[config.mk]
export PLATFORM = sky130hd
export DESIGN_NAME = pic_ack_ctrl
export DESIGN_NICKNAME = d
export VERILOG_FILES = /design/src/rtl/pic_pkg.sv /design/src/rtl/pic_inta_edge.sv /design/src/rtl/pic_ack_ctrl.sv
export SDC_FILE = /design/constraint.sdc
export NUM_CORES = 1
export LEC_CHECK = 0
export ABC_AREA = 1
export CAP_MARGIN = 0
export CORE_MARGIN = 3
export CORE_UTILIZATION = 56
export DETAILED_ROUTE_END_ITERATION = 10
export DONT_BUFFER_PORTS = 1
export GPL_ROUTABILITY_DRIVEN = 0
export GPL_TIMING_DRIVEN = 0
export PLACE_DENSITY = 0.71
export SLEW_MARGIN = 10
export SYNTH_ARGS = -nofsm -noshare
export SYNTH_HDL_FRONTEND = slang
export SYNTH_HIERARCHICAL = 1
export SYNTH_SLANG_ARGS = --single-unit
[constraint.sdc]
create_clock -name clk -period 3.8 [get_ports clk]
set_input_delay 0.95 -clock clk [delete_from_list [all_inputs] [get_ports clk]]
set_output_delay 0.95 -clock clk [all_outputs]
set_load 0.05 [all_outputs]
[src/rtl/pic_pkg.sv]
// pic_pkg: shared state encoding and ICW/OCW bit positions for the PIC acknowledge controller.
`default_nettype none

package pic_pkg;

   typedef enum logic [1:0] {
      IDLE = 2'd0,
      ACK1 = 2'd1,
      ACK2 = 2'd2
   } state_t;

   localparam int LTIM_BIT = 3;
   localparam int SNGL_BIT = 1;
   localparam int AEOI_BIT = 1;

   localparam int ICW1_F = 0;
   localparam int ICW2_F = 1;
   localparam int ICW3_F = 2;
   localparam int ICW4_F = 3;

endpackage

`default_nettype wire

[src/rtl/pic_inta_edge.sv]
// pic_inta_edge: registers INTA and produces one-cycle fall/rise indications.
`default_nettype none

module pic_inta_edge (
   input  logic clk,
   input  logic rst_n,
   input  logic inta_n,
   output logic fall,
   output logic rise
);

   logic inta_q;

   always_ff @(posedge clk or negedge rst_n) begin
      if (!rst_n) inta_q <= 1'b1;
      else        inta_q <= inta_n;
   end

   assign fall = inta_q & ~inta_n;
   assign rise = ~inta_q & inta_n;

endmodule

`default_nettype wire

[src/rtl/pic_ack_ctrl.sv]
// pic_ack_ctrl: ICW/OCW1 registers, two-pulse INTA sequencer and vector build.
// Cascade drive/compare and ICW3 are present only when PIC_CASCADE_EN is defined.
`default_nettype none

module pic_ack_ctrl
   import pic_pkg::*;
#(
   parameter int NUM_IR = 8,
   parameter int VEC_W  = 8,
   parameter int CAS_W  = 3,
   localparam int IDX_W = $clog2(NUM_IR)
) (
   input  logic             clk,
   input  logic             rst_n,
   input  logic             inta_n,
   input  logic             sp_n,
   input  logic [3:0]       icw_wr,
   input  logic             ocw1_wr,
   input  logic [VEC_W-1:0] data_in,
   input  logic             int_req,
   input  logic [IDX_W-1:0] int_idx,
   input  logic [CAS_W-1:0] cas_in,
   output logic [CAS_W-1:0] cas_out,
   output logic             cas_oe,
   output logic [NUM_IR-1:0] imr,
   output logic             aeoi,
   output logic             ltim,
   output logic             first_ack,
   output logic             second_ack,
   output logic [VEC_W-1:0] iv,
   output logic             iv_ready,
   output logic             eoi_pulse,
   output logic [IDX_W-1:0] ack_idx
);

   state_t state, next_state;
   logic fall, rise;
   logic go_ack1, go_ack2, go_idle;
   logic single;
   logic [VEC_W-IDX_W-1:0] base;
   logic [IDX_W-1:0] idx_sel;
   logic drive_cas, sel;

   pic_inta_edge u_edge (
      .clk    (clk),
      .rst_n  (rst_n),
      .inta_n (inta_n),
      .fall   (fall),
      .rise   (rise)
   );

   // With no request pending the acknowledge reports the lowest-priority line.
   assign idx_sel = int_req ? int_idx : IDX_W'(NUM_IR - 1);

`ifdef PIC_CASCADE_EN
   logic [NUM_IR-1:0] icw3;

   always_ff @(posedge clk or negedge rst_n) begin
      if (!rst_n)                icw3 <= '0;
      else if (icw_wr[ICW1_F])   icw3 <= '0;
      else if (icw_wr[ICW3_F])   icw3 <= NUM_IR'(data_in);
   end

   assign drive_cas = sp_n & ~single & icw3[idx_sel];
   assign sel       = single | (sp_n ? ~icw3[ack_idx] : (cas_in == icw3[CAS_W-1:0]));
`else
   logic unused_cas;
   assign unused_cas = ^{icw_wr[ICW3_F], sp_n, cas_in, single};
   assign drive_cas  = 1'b0;
   assign sel        = 1'b1;
`endif

   always_ff @(posedge clk or negedge rst_n) begin
      if (!rst_n) state <= IDLE;
      else        state <= next_state;
   end

   always_comb begin
      next_state = state;
      go_ack1    = 1'b0;
      go_ack2    = 1'b0;
      go_idle    = 1'b0;
      case (state)
         IDLE: if (fall) begin next_state = ACK1; go_ack1 = 1'b1; end
         ACK1: if (fall) begin next_state = ACK2; go_ack2 = 1'b1; end
         ACK2: if (rise) begin next_state = IDLE; go_idle = 1'b1; end
         default: next_state = IDLE;
      endcase
      // Re-initialisation overrides any acknowledge in flight.
      if (icw_wr[ICW1_F]) begin
         next_state = IDLE;
         go_ack1    = 1'b0;
         go_ack2    = 1'b0;
         go_idle    = 1'b0;
      end
   end

   always_ff @(posedge clk or negedge rst_n) begin
      if (!rst_n) begin
         single     <= 1'b0;
         ltim       <= 1'b0;
         base       <= '0;
         aeoi       <= 1'b0;
         imr        <= '0;
         first_ack  <= 1'b0;
         second_ack <= 1'b0;
         eoi_pulse  <= 1'b0;
         ack_idx    <= '0;
         cas_out    <= '0;
         cas_oe     <= 1'b0;
         iv         <= '0;
         iv_ready   <= 1'b0;
      end else begin
         first_ack  <= go_ack1;
         second_ack <= go_ack2;
         eoi_pulse  <= go_idle & aeoi;
         if (icw_wr[ICW1_F]) begin
            single   <= data_in[SNGL_BIT];
            ltim     <= data_in[LTIM_BIT];
            base     <= '0;
            aeoi     <= 1'b0;
            imr      <= '0;
            iv_ready <= 1'b0;
            cas_oe   <= 1'b0;
         end else begin
            if (icw_wr[ICW2_F]) base <= data_in[VEC_W-1:IDX_W];
            if (icw_wr[ICW4_F]) aeoi <= data_in[AEOI_BIT];
            if (ocw1_wr)        imr  <= NUM_IR'(data_in);
            if (go_ack1) begin
               ack_idx <= idx_sel;
               if (drive_cas) begin
                  cas_out <= CAS_W'(idx_sel);
                  cas_oe  <= 1'b1;
               end
            end
            if (go_ack2) begin
               iv       <= {base, ack_idx};
               iv_ready <= sel;
            end
            if (go_idle) begin
               iv_ready <= 1'b0;
               cas_oe   <= 1'b0;
            end
         end
      end
   end

endmodule

`default_nettype wire

==> results.sh <==
export IMPL_cts_hold_buf=0
export IMPL_cts_sinks=33
export IMPL_period_minus_slack_ps=1947
export IMPL_cts_inserted_buffers=5
export IMPL_crit_arrival_ps=1000
export IMPL_holdCritPathClass="input pin to async pin"
export IMPL_total_power_uw=798.0
export IMPL_wirelength_mm=2.419
export IMPL_yosysWarnings=6
export IMPL_yosysSeqAreaShare_pct=61.78
export IMPL_leakagePower_nw=0.8141
export IMPL_antenna_found_initial=0
export IMPL_pwr_share_comb_pct=7.5
export IMPL_drive_above_1_share_pct=11.18
export IMPL_cts_max_level=2
export IMPL_start_util_pct=59.94
export IMPL_clkTransAtPathRegs_ps=100
export IMPL_die_h_um=54.90
export IMPL_placement_io_buffers=0
export IMPL_multi_input_area_um2=421.7
export IMPL_drtAntennaViolNets=0
export IMPL_ys_types=14
export IMPL_drc=0
export IMPL_critical_path_startpoint_type="flop"
export IMPL_syn_inst=150
export IMPL_p_per_area_mw_per_mm2=548.4
export IMPL_crit_path_end_kind="output pin"
export IMPL_required_ps=2850
export IMPL_cts_root_buf="clkbuf_4"
export IMPL_worst_pin_slew_ps=514.4
export IMPL_rsz0062_at_grt="false"
export IMPL_vias=966
export IMPL_ctsLongestPathBuffers=2
export IMPL_fmax_mhz=513.6
export IMPL_grt_start_max_net_pins=34
export IMPL_syn_area_mm2=0.001339
export IMPL_seqCellArea_um2=827.0
export IMPL_intPower_uw=513.2
export IMPL_worst_setup_path_type="flop to output pin"
export IMPL_tritoncts="built"
export IMPL_io_pins=53
export IMPL_setup_violations=0
export IMPL_postCtsSetupRepairBufs=0
export IMPL_area_growth_pct=8.692
export IMPL_grt_pass1_wl_mm=3.960
export IMPL_first_global_vias=936
export IMPL_grt_usage_pct=19.00
export IMPL_firstDrtPassIters=5
export IMPL_hold_violations=0
export IMPL_diodes=0
export IMPL_ir_drop_uv=364.5
export IMPL_post_place_ws_ps=2028
export IMPL_drv_cap=0
export IMPL_avgViaCountPerCell=5.111
export IMPL_max_slew_margin_pct=65.71
export IMPL_fin_nets=184
export IMPL_ys_ff_latch=33
export IMPL_die_width_um=54.90
export IMPL_worst_hold_slack_ps=308.3
export IMPL_switching_share_pct=35.68
export IMPL_fin_skew_ps=4.527
export IMPL_worstSkewPairLatency_ps=320
export IMPL_p_seq_share_pct=65.3
export IMPL_drv_slew=0
export IMPL_p_switching_uw=284.7
export IMPL_power_frac_clock_pct=27.2
export IMPL_die_area_mm2=0.003013
export IMPL_core_mm2=0.002233
export IMPL_drt_iter0_drc=13
export IMPL_fin_ws_ps=1853
export IMPL_rows=17
export IMPL_status="complete, no violations"
export IMPL_worstPathMaxFanout=3
export IMPL_cts_resized=0
export IMPL_grt_ovfl_total=0
export IMPL_syn_mean_instance_area_um2=8.925
export IMPL_fillCellCount=202
export IMPL_finalCritPeriodShare_pct=51.24
export IMPL_setup_tns_ps=0
export IMPL_hpwl_mm=1.812
export IMPL_wl_per_cell_um=12.80
cells in the mapped netlist:
cell / count / area (µm²)
nor2_1: 10 / 37.54
nand3_1: 17 / 85.08
o21ai_0: 11 / 55.05
nor2_4: 1 / 11.26
buf_6: 1 / 11.26
conb_1: 1 / 3.750
inv_2: 1 / 3.750
dfstp_2: 1 / 26.28
dfrtp_1: 32 / 800.8
a21oi_1: 1 / 5.000
nand2_2: 1 / 6.260
inv_1: 13 / 48.80
nand2_1: 55 / 206.5
buf_4: 5 / 37.54
path summary, 6_finish.rpt:
kind	from	end	slack (ps)	depth (start not counted)
worst max-delay path	ack_idx[0]	ack_idx[0]	1850	0
worst min-delay path	rst_n	base[3]	310	0
worst max register to register	u_edge/inta_q	ack_idx[2]	2430	7
worst min register to register	base[2]	base[2]	500	2
max in group asynchronous	rst_n	u_edge/inta_q	3310	0
min in group clk	base[2]	base[2]	500	2
per-stage QoR:
| step | util (%) | area, µm² | std cells |
|---|---|---|---|
| after floorplan | - | 1350 | 153 |
| after global placement | 62.02 | 1385 | 181 |
| after detailed placement | 62.02 | 1385 | 181 |
| after CTS | 65.15 | 1455 | 189 |
| after global routing | 65.15 | 1455 | 189 |
| final | 65.15 | 1455 | 189 |
kinds of logic (layout without fill, tap and decap cells):
logic type	count (synthesis)	in the layout	share of synthesized area, %
compound gates	12	12	4.485
simple gates	84	84	25.89
flops	33	33	61.78
buf+inv	20	28	7.570
other cells	1	4	0.2801
sequential cells by signal (all words and copies together) (netlist names), 2 cells and up:
register / count
ack_idx: 3
base: 5
imr: 8
iv: 8
state: 2
cell type report:
class / instances / area share, %
Clock buffer: 7 / 4.471
Buffer: 6 / 3.353
Clock inverter: 1 / 0.3439
Multi-Input combinational cell: 100 / 28.98
Sequential cell: 33 / 56.84
Inverter: 14 / 3.611
Tap cell: 28 / 2.408
routing by layer:
layer	vias up	global-route usage (%)	part of all wire, %
met4	0	9.717	2.1
met1	430	21.54	39
met2	44	29.92	47
li1	484	-	-
met5	-	0	0
met3	8	8.847	12
placed cells by master (no fill, tap or decap), drive strengths merged:
| cell | synthesis | routed |
|---|---|---|
| buf | 6 | 6 |
| nand3 | 17 | 17 |
| dfrtp | 32 | 32 |
| inv | 14 | 14 |
| a21oi | 1 | 1 |
| clkbuf | 0 | 7 |
| dfstp | 1 | 1 |
| nand2 | 56 | 56 |
| nor2 | 11 | 11 |
| o21ai | 11 | 11 |
| clkinv | 0 | 1 |
| conb | 1 | 4 |
power groups by stage:
| stage | registers [mW] | clock network (mW) | logic [mW] |
|---|---|---|---|
| after floorplan | 0.521 | 0 | 0.0524 |
| after global placement | 0.527 | 0 | 0.0579 |
| after detailed placement | 0.529 | 0 | 0.0604 |
| after CTS | 0.522 | 0.224 | 0.0605 |
| after global routing | 0.528 | 0.244 | 0.0697 |
| final | 0.521 | 0.217 | 0.0601 |
(Power assumes the default switching activity.)
